[config.mk]
export PLATFORM = sky130hd
export DESIGN_NAME = fir_param
export DESIGN_NICKNAME = d
export VERILOG_FILES = /design/src/rtl/fir_param.sv
export SDC_FILE = /design/constraint.sdc
export NUM_CORES = 1
export LEC_CHECK = 0
export ABC_AREA = 1
export BUFFER_PORTS_ARGS = -buffer_cell sky130_fd_sc_hd__buf_4
export CAP_MARGIN = 10
export CORE_MARGIN = 2
export CORE_UTILIZATION = 28
export CTS_CLUSTER_SIZE = 25
export DETAILED_ROUTE_END_ITERATION = 16
export GPL_ROUTABILITY_DRIVEN = 0
export GPL_TIMING_DRIVEN = 0
export HOLD_SLACK_MARGIN = 0.1
export RECOVER_POWER = 25
export SETUP_SLACK_MARGIN = 0.2
export SKIP_LAST_GASP = 1
export SYNTH_ARGS = -nofsm -noshare
export SYNTH_HDL_FRONTEND = slang
export SYNTH_SLANG_ARGS = --single-unit
[constraint.sdc]
create_clock -name clk -period 6.3 [get_ports clk]
set_input_delay 0.945 -clock clk [delete_from_list [all_inputs] [get_ports clk]]
set_output_delay 0.945 -clock clk [all_outputs]
set_load 0.1 [all_outputs]
[src/rtl/fir_param.sv]
// fir_param: signed N-tap FIR, loadable coefficients, one shared MAC.
// Define FIR_PARAM_SAT_EN for output saturation and the sat_flag port.
module fir_param #(
    parameter int DATA_W = 8,
    parameter int COEF_W = 8,
    parameter int TAPS   = 8,
    parameter int OUT_W  = 16,
    localparam int ADDR_W = $clog2(TAPS)
) (
    input  logic                     clk,
    input  logic                     rst_n,
    input  logic                     in_valid,
    output logic                     in_ready,
    input  logic signed [DATA_W-1:0] in_data,
    input  logic                     coef_we,
    input  logic        [ADDR_W-1:0] coef_addr,
    input  logic signed [COEF_W-1:0] coef_data,
    output logic                     out_valid,
    input  logic                     out_ready,
    output logic signed [OUT_W-1:0]  out_data,
`ifdef FIR_PARAM_SAT_EN
    output logic                     sat_flag,
`endif
    output logic                     busy
);

    localparam int PROD_W = DATA_W + COEF_W;
    localparam int ACC_W  = PROD_W + $clog2(TAPS);
    localparam logic [ADDR_W-1:0] IDX_LAST = ADDR_W'(TAPS - 1);
    localparam logic [ADDR_W:0]   TAPS_W   = (ADDR_W + 1)'(TAPS);

    typedef enum logic [1:0] {
        IDLE,
        MAC,
        HOLD
    } state_e;

    state_e                    state_q;
    logic signed [DATA_W-1:0]  x_q [TAPS];
    logic signed [COEF_W-1:0]  c_q [TAPS];
    logic signed [ACC_W-1:0]   acc_q, acc_d;
    logic        [ADDR_W-1:0]  idx_q;
    logic                      out_valid_q;
    logic signed [OUT_W-1:0]   out_data_q, out_data_d;
    logic                      sat_q, sat_d;
    logic signed [PROD_W-1:0]  prod;
    logic                      coef_wr;

    assign prod    = x_q[idx_q] * c_q[idx_q];
    assign acc_d   = acc_q + {{(ACC_W - PROD_W){prod[PROD_W-1]}}, prod};
    assign coef_wr = (state_q == IDLE) && coef_we && ({1'b0, coef_addr} < TAPS_W);

`ifdef FIR_PARAM_SAT_EN
    localparam logic signed [ACC_W-1:0] SAT_MAX =
        {{(ACC_W - OUT_W + 1){1'b0}}, {(OUT_W - 1){1'b1}}};
    localparam logic signed [ACC_W-1:0] SAT_MIN =
        {{(ACC_W - OUT_W + 1){1'b1}}, {(OUT_W - 1){1'b0}}};

    always_comb begin
        out_data_d = acc_q[OUT_W-1:0];
        sat_d      = 1'b0;
        if (acc_q > SAT_MAX) begin
            out_data_d = SAT_MAX[OUT_W-1:0];
            sat_d      = 1'b1;
        end else if (acc_q < SAT_MIN) begin
            out_data_d = SAT_MIN[OUT_W-1:0];
            sat_d      = 1'b1;
        end
    end

    assign sat_flag = sat_q;
`else
    assign out_data_d = acc_q[OUT_W-1:0];
    assign sat_d      = 1'b0;
`endif

    // HOLD spends its first cycle registering the result, then waits on out_ready
    always_ff @(posedge clk) begin
        if (!rst_n) begin
            state_q     <= IDLE;
            acc_q       <= '0;
            idx_q       <= '0;
            out_valid_q <= 1'b0;
            out_data_q  <= '0;
            sat_q       <= 1'b0;
            for (int i = 0; i < TAPS; i++) begin
                x_q[i] <= '0;
                c_q[i] <= (i == 0) ? COEF_W'(1) : '0;
            end
        end else begin
            if (coef_wr) begin
                c_q[coef_addr] <= coef_data;
            end
            unique case (state_q)
                IDLE: begin
                    if (in_valid) begin
                        x_q[0] <= in_data;
                        for (int k = 1; k < TAPS; k++) begin
                            x_q[k] <= x_q[k-1];
                        end
                        acc_q   <= '0;
                        idx_q   <= '0;
                        state_q <= MAC;
                    end
                end
                MAC: begin
                    acc_q <= acc_d;
                    idx_q <= idx_q + 1'b1;
                    if (idx_q == IDX_LAST) begin
                        state_q <= HOLD;
                    end
                end
                HOLD: begin
                    if (!out_valid_q) begin
                        out_valid_q <= 1'b1;
                        out_data_q  <= out_data_d;
                        sat_q       <= sat_d;
                    end else if (out_ready) begin
                        out_valid_q <= 1'b0;
                        state_q     <= IDLE;
                    end
                end
                default: state_q <= IDLE;
            endcase
        end
    end

    assign in_ready  = (state_q == IDLE);
    assign busy      = (state_q != IDLE);
    assign out_valid = out_valid_q;
    assign out_data  = out_data_q;

endmodule

# Yosys cells after proc, flatten, opt, wreduce, memory -nomap -nowiden
# Memory sizes are Yosys's and may differ from the RTL's. A register that Yosys moved wholly into a read port is not among the register bits.
# Cells that the tools add are included.
# Widths: inputs -> output; s select.
# word_totals
ram_bits,128
ff_bits,41
in_bits,24
n_memories,2
# op_classes
eq_ne,7
n_bitwise,9
n_mul,1
n_mux,34
n_reduce_logical,8
addsub,2
# memory_table
memory,depth,width,read_ports,rd_clocked_by_memory_dff,write_ports,line,rtl
c_q,8,8,1,1,8,40,logic signed [COEF_W-1:0] c_q [TAPS];
x_q,8,8,8,1,8,39,logic signed [DATA_W-1:0] x_q [TAPS];
# ops
operator,n
$mux 8,9
$pmux 19 s2,1
$add 19x19->19,1
$mux 19,1
$mux 3,6
$mul 8x8->16,1
$mux 1,11
$mux 2,4
$ne 2x2->1 const B,4
$or 1x1->1,8
$reduce_or 8->1,1
$pmux 2 s3,1
$pmux 3 s2,1
$reduce_and 2->1,2
$reduce_and 4->1,1
$reduce_bool 2->1,2
$add 3x1->3 const B,1
$eq 3x3->1 const B,1
$eq 2x1->1 const B,1
$eq 2x2->1 const B,1
$logic_not 2->1,1
$logic_and 1x1->1,1
$not 1->1,1

# Depth between registers and ports, before layout
# logic_depth
word_depth,7
ltp_mapped,37
depth_no_buf,35

# Worst setup path before layout
# Ideal clock, no wire load.
# synth_timing
path_kind,reg2reg
from,register (tool-made name)
to,register acc_q[15]
required_time_ns,6.168
t_arrival_ns,5.559
path_stages_with_launch,32
path_buffers,3
slack_ns,0.609
setup_ns,0.132
cell_sequence,dfxtp_1 > buf_6 > buf_6 > buf_6 > o21ai_0 > nand2_1 > nand2_1 > nand2_2 > or2_1 > fa_1 > fa_1 > inv_1 > fa_1 > inv_1 > fa_1 > inv_1 > ha_1 > nand2_1 > nor2_1 > a211oi_2 > o21ai_1 > a21oi_1 > xnor2_1 > ha_1 > nand2_1 > inv_1 > a21boi_0 > nand2_1 > a21oi_1 > nand3_1 > nand3_1 > a21oi_1
# synth_lines
element,line,rtl
to (signal assigned),81,acc_q <= '0;
to (signal assigned),101,acc_q <= '0;
to (signal assigned),107,acc_q <= acc_d;
to (decl),41,"logic signed [ACC_W-1:0] acc_q, acc_d;"

==> results by group <==
Clock tree
  – CTS HTree Levels: 4
  – Worst skew pair latency: 0.45 ns
  – Root buffer selected by CTS: clkbuf_16
  – CTS tree: yes
  – Clock-pin slew on the worst setup and hold paths: around 0.060 ns
  – Num CTS Buffers: 17
  – Clock Path Buffers: 2
  – Clock Sinks: 169

Critical path
  – Worst reg-to-reg setup slack: 0.31 ns
  – R2R Path End: acc_q[15]$_SDFFE_PN0P_
  – WS Path Type: flip-flop to flip-flop
  – Buf+Inv Stages, Crit Path: 7
  – CP Data Required Time: 6.60 ns
  – CP Launch Type: flip-flop
  – CP max stage cell: fa_1
  – Critical Path Most Common Cell: fa_1
  – CP Capture Type: flip-flop
  – CP top delay family: adder cells
  – CP peak stage delay: 0.53 ns
  – CP arrival: 6.30 ns
  – R2R cell count: 30
  – Crit-path max FO: 10

Timing
  – Fmax achieved: 0.1668 GHz
  – Final Skew: about 0.018 ns
  – Slew headroom: around 42%
  – Least-Margin Pin Slew: a little under 0.9 ns
  – RSZ-0062 raised after global routing: true
  – Endpoints failing hold: 0
  – Slew Viols, Final: 0
  – Period Utilization, post-route: 95.15%
  – Final setup violating endpoints: 0
  – Crit path time final: 5.994 ns

Drt
  – Routed Antenna Nets: 0
  – Average wire per standard cell: between 10 and 15 um
  – Drt pass-1 iters: 6
  – DR vias: 8756
  – DRT iter0 DRCs: 599
  – Via density: approximately 4.6
  – WL final: 27.72 mm
  – # DRC: 0

Synth
  – Synth warn: 0
  – Sequential-to-total area share from yosys stat: 43.49%
  – Average cell area after synthesis: 8.602 um2
  – Synth Instances: 1247
  – Netlist Area Pre-Place: 10730 um2
  – Syn_nets: 1373
  – Netlist cell types: 45
  – #FFs+latches synth: 169

Floorplan
  – Die Width: 199.7 um
  – Initial Util: 28.48%
  – Io pins: 43
  – Site row count: 71
  – Die area: 39890 um2
  – Core ar.: 37670 um2
  – Die height: 199.7 um

Layout
  – Layout cells sized above 1: a little under a quarter
  – Area of the multi-input gates: around 5500 um2
  – Post-route insts no fill: 1888
  – Fillers: roughly 3800
  – Antenna Cells: 0
  – Final Util: 35.87%
  – FF/Latch Area: 4672 um2
  – Layout Nets: 1490
  – P&R area growth vs syn: 25.95%

Global routing
  – First-pass GRT wire length: 43.01 mm
  – Total GRT Usage: between 10% and 20%
  – Largest net degree at the start of global routing: 65
  – Vias in the first global route: 8469
  – Initial antenna violation count: 0
  – GRT overflow: 0

Power and ir drop
  – Design Power: between 7 and 8 mW
  – Pwr dens: 526.7 nW/um2
  – Leak pwr: roughly 6.0 nW
  – Peak supply drop: 429.4 uV

Hold path
  – Hold depth: 2
  – Worst Hold Class: flip-flop to flip-flop
  – Hold path start: out_data[1]$_SDFFE_PN0P_
  – Hold EP: out_data[1]$_SDFFE_PN0P_

Run
  – Max-cap violations: 0

Place
  – Dpl cells: 1800
  – Final HPWL DP: 19.78 mm
  – IO buf count: 42

Status
  – Status: finished, final reports clean
## synth_stat cells (all sizes together)
cell | instances | area share (%)
a211oi | 1 | 0.12
a21boi | 7 | 0.49
a21o | 5 | 0.35
a21oi | 84 | 4.0
a31oi | 1 | 0.058
and2 | 1 | 0.058
buf | 32 | 2.0
clkbuf | 7 | 0.24
clkinv | 1 | 0.035
dfxtp | 41 | 7.7
edfxtp | 128 | 36
fa | 56 | 10
ha | 46 | 5.4
inv | 227 | 7.9
mux2i | 2 | 0.42
nand2 | 201 | 7.2
nand3 | 49 | 2.3
nand3b | 2 | 0.14
nand4 | 3 | 0.17
nor2 | 222 | 8.0
nor3 | 3 | 0.14
nor4 | 1 | 0.058
o21ai | 92 | 4.5
o21bai | 2 | 0.14
o22ai | 16 | 0.99
o31ai | 2 | 0.19
or2 | 5 | 0.29
xnor2 | 7 | 0.57
xor2 | 3 | 0.24
## through the flow
| stage | hold slack, ns | instance area [um2] | worst slack (ns) | TNS (ns) |
|---|---|---|---|---|
| 2_1_floorplan | 0.4456 | 10730 | 0.6085 | 0 |
| 3_3_place_gp | 0.4556 | 11680 | -0.3424 | -0.4208 |
| 3_5_place_dp | 0.4585 | 11690 | -0.3977 | -0.5787 |
| 4_1_cts | 0.4686 | 12540 | 0.2025 | 0 |
| 5_1_grt | 0.4946 | 13510 | 0.02166 | 0 |
| 6_report | 0.4680 | 13510 | 0.3058 | 0 |
## registers in the layout, indices dropped and copies added, names as in the netlist, named ones only
name       flops
out_valid      1
acc_q         16
idx_q          3
x_q           64
state_q        2
out_data      16
c_q           64
## where the power goes
part / total, mW / internal [mW] / leakage (nW) / switching, mW
Sequential: 1.33 / 1.28 / 1.68 / 0.0504
Combinational: 4.70 / 1.95 / 4.00 / 2.75
Clock: 1.08 / 0.594 / 0.281 / 0.489
Total: 7.12 / 3.82 / 5.95 / 3.29
## cell families (layout without fill, tap and decap cells)
family                   Yosys count  count (layout)  share of synthesized area, %
multiplexers                       2               2                        0.4199
flip-flops                       169             169                         43.49
AND/OR/NAND/NOR                  487             487                         18.42
AO/OA/AOI/OAI                    210             210                         10.82
XOR/XNOR                          10              10                        0.8166
buffers and inverters            267             397                         10.22
adder cells (fa/ha/maj)          102             102                         15.82
## worst min-delay path: stages (launching register included)
cell and delay (ns):
dfxtp_1 0.31, nand2_1 0.06, a21oi_1 0.05
## repair_timing
| action | 4_1_cts | 5_1_grt |
|---|---|---|
| gates cloned | 1 | 3 |
| hold buffers | 0 | 0 |
| pin swaps | 18 | 91 |
| buffers inserted | 6 | 46 |
| endpoints found under the setup margin | 6 | 6 |
| gates resized for setup | 45 | 179 |
## how the worst max path moves through the flow
stage | endpoint | slack (ns) | cells after the start
finish | acc_q[15]$_SDFFE_PN0P_ | 0.31 | 30
global route | acc_q[15]$_SDFFE_PN0P_ | 0.02 | 33
CTS | acc_q[15]$_SDFFE_PN0P_ | 0.20 | 32
detailed placement | acc_q[15]$_SDFFE_PN0P_ | -0.40 | 31
global placement | acc_q[15]$_SDFFE_PN0P_ | -0.34 | 31
floorplan | acc_q[15]$_SDFFE_PN0P_ | 0.61 | 31
## cell usage in the layout (no fill, tap or decap), types with 7 or more instances in the layout
master       n
dfxtp_1     39
ha_1        38
ha_4         7
nor2_4       8
edfxtp_1   128
a21oi_2     17
buf_12       7
buf_6        9
buf_4       92
nand2_2     15
o22ai_2      8
nand2_1    178
buf_8        7
clkbuf_16   20
o21ai_2     15
a21oi_1     67
fa_1        50
inv_2       20
xnor2_1      7
nor2_1     196
nand3_1     45
nand2_4      7
o21ai_1     34
nor2_2      18
clkbuf_1    11
inv_1      196
o21ai_0     37
## metal layers
layer | track usage, % | part of all wire [%]
met1 | 18.01 | 44
met2 | 23.70 | 50
met3 | 2.076 | 4.0
met4 | 4.390 | 1.8
met5 | 0 | 0
## cell type report
| type | instances | area share, % |
|---|---|---|
| Buffer | 39 | 2.676 |
| Sequential cell | 169 | 34.58 |
| Timing Repair Buffer | 98 | 6.316 |
| Clock buffer | 18 | 3.177 |
| Inverter | 228 | 6.640 |
| Tap cell | 511 | 4.732 |
| Multi-Input combinational cell | 811 | 40.69 |
| Clock inverter | 14 | 1.185 |
Note: power is estimated with default switching activity, not from simulation.
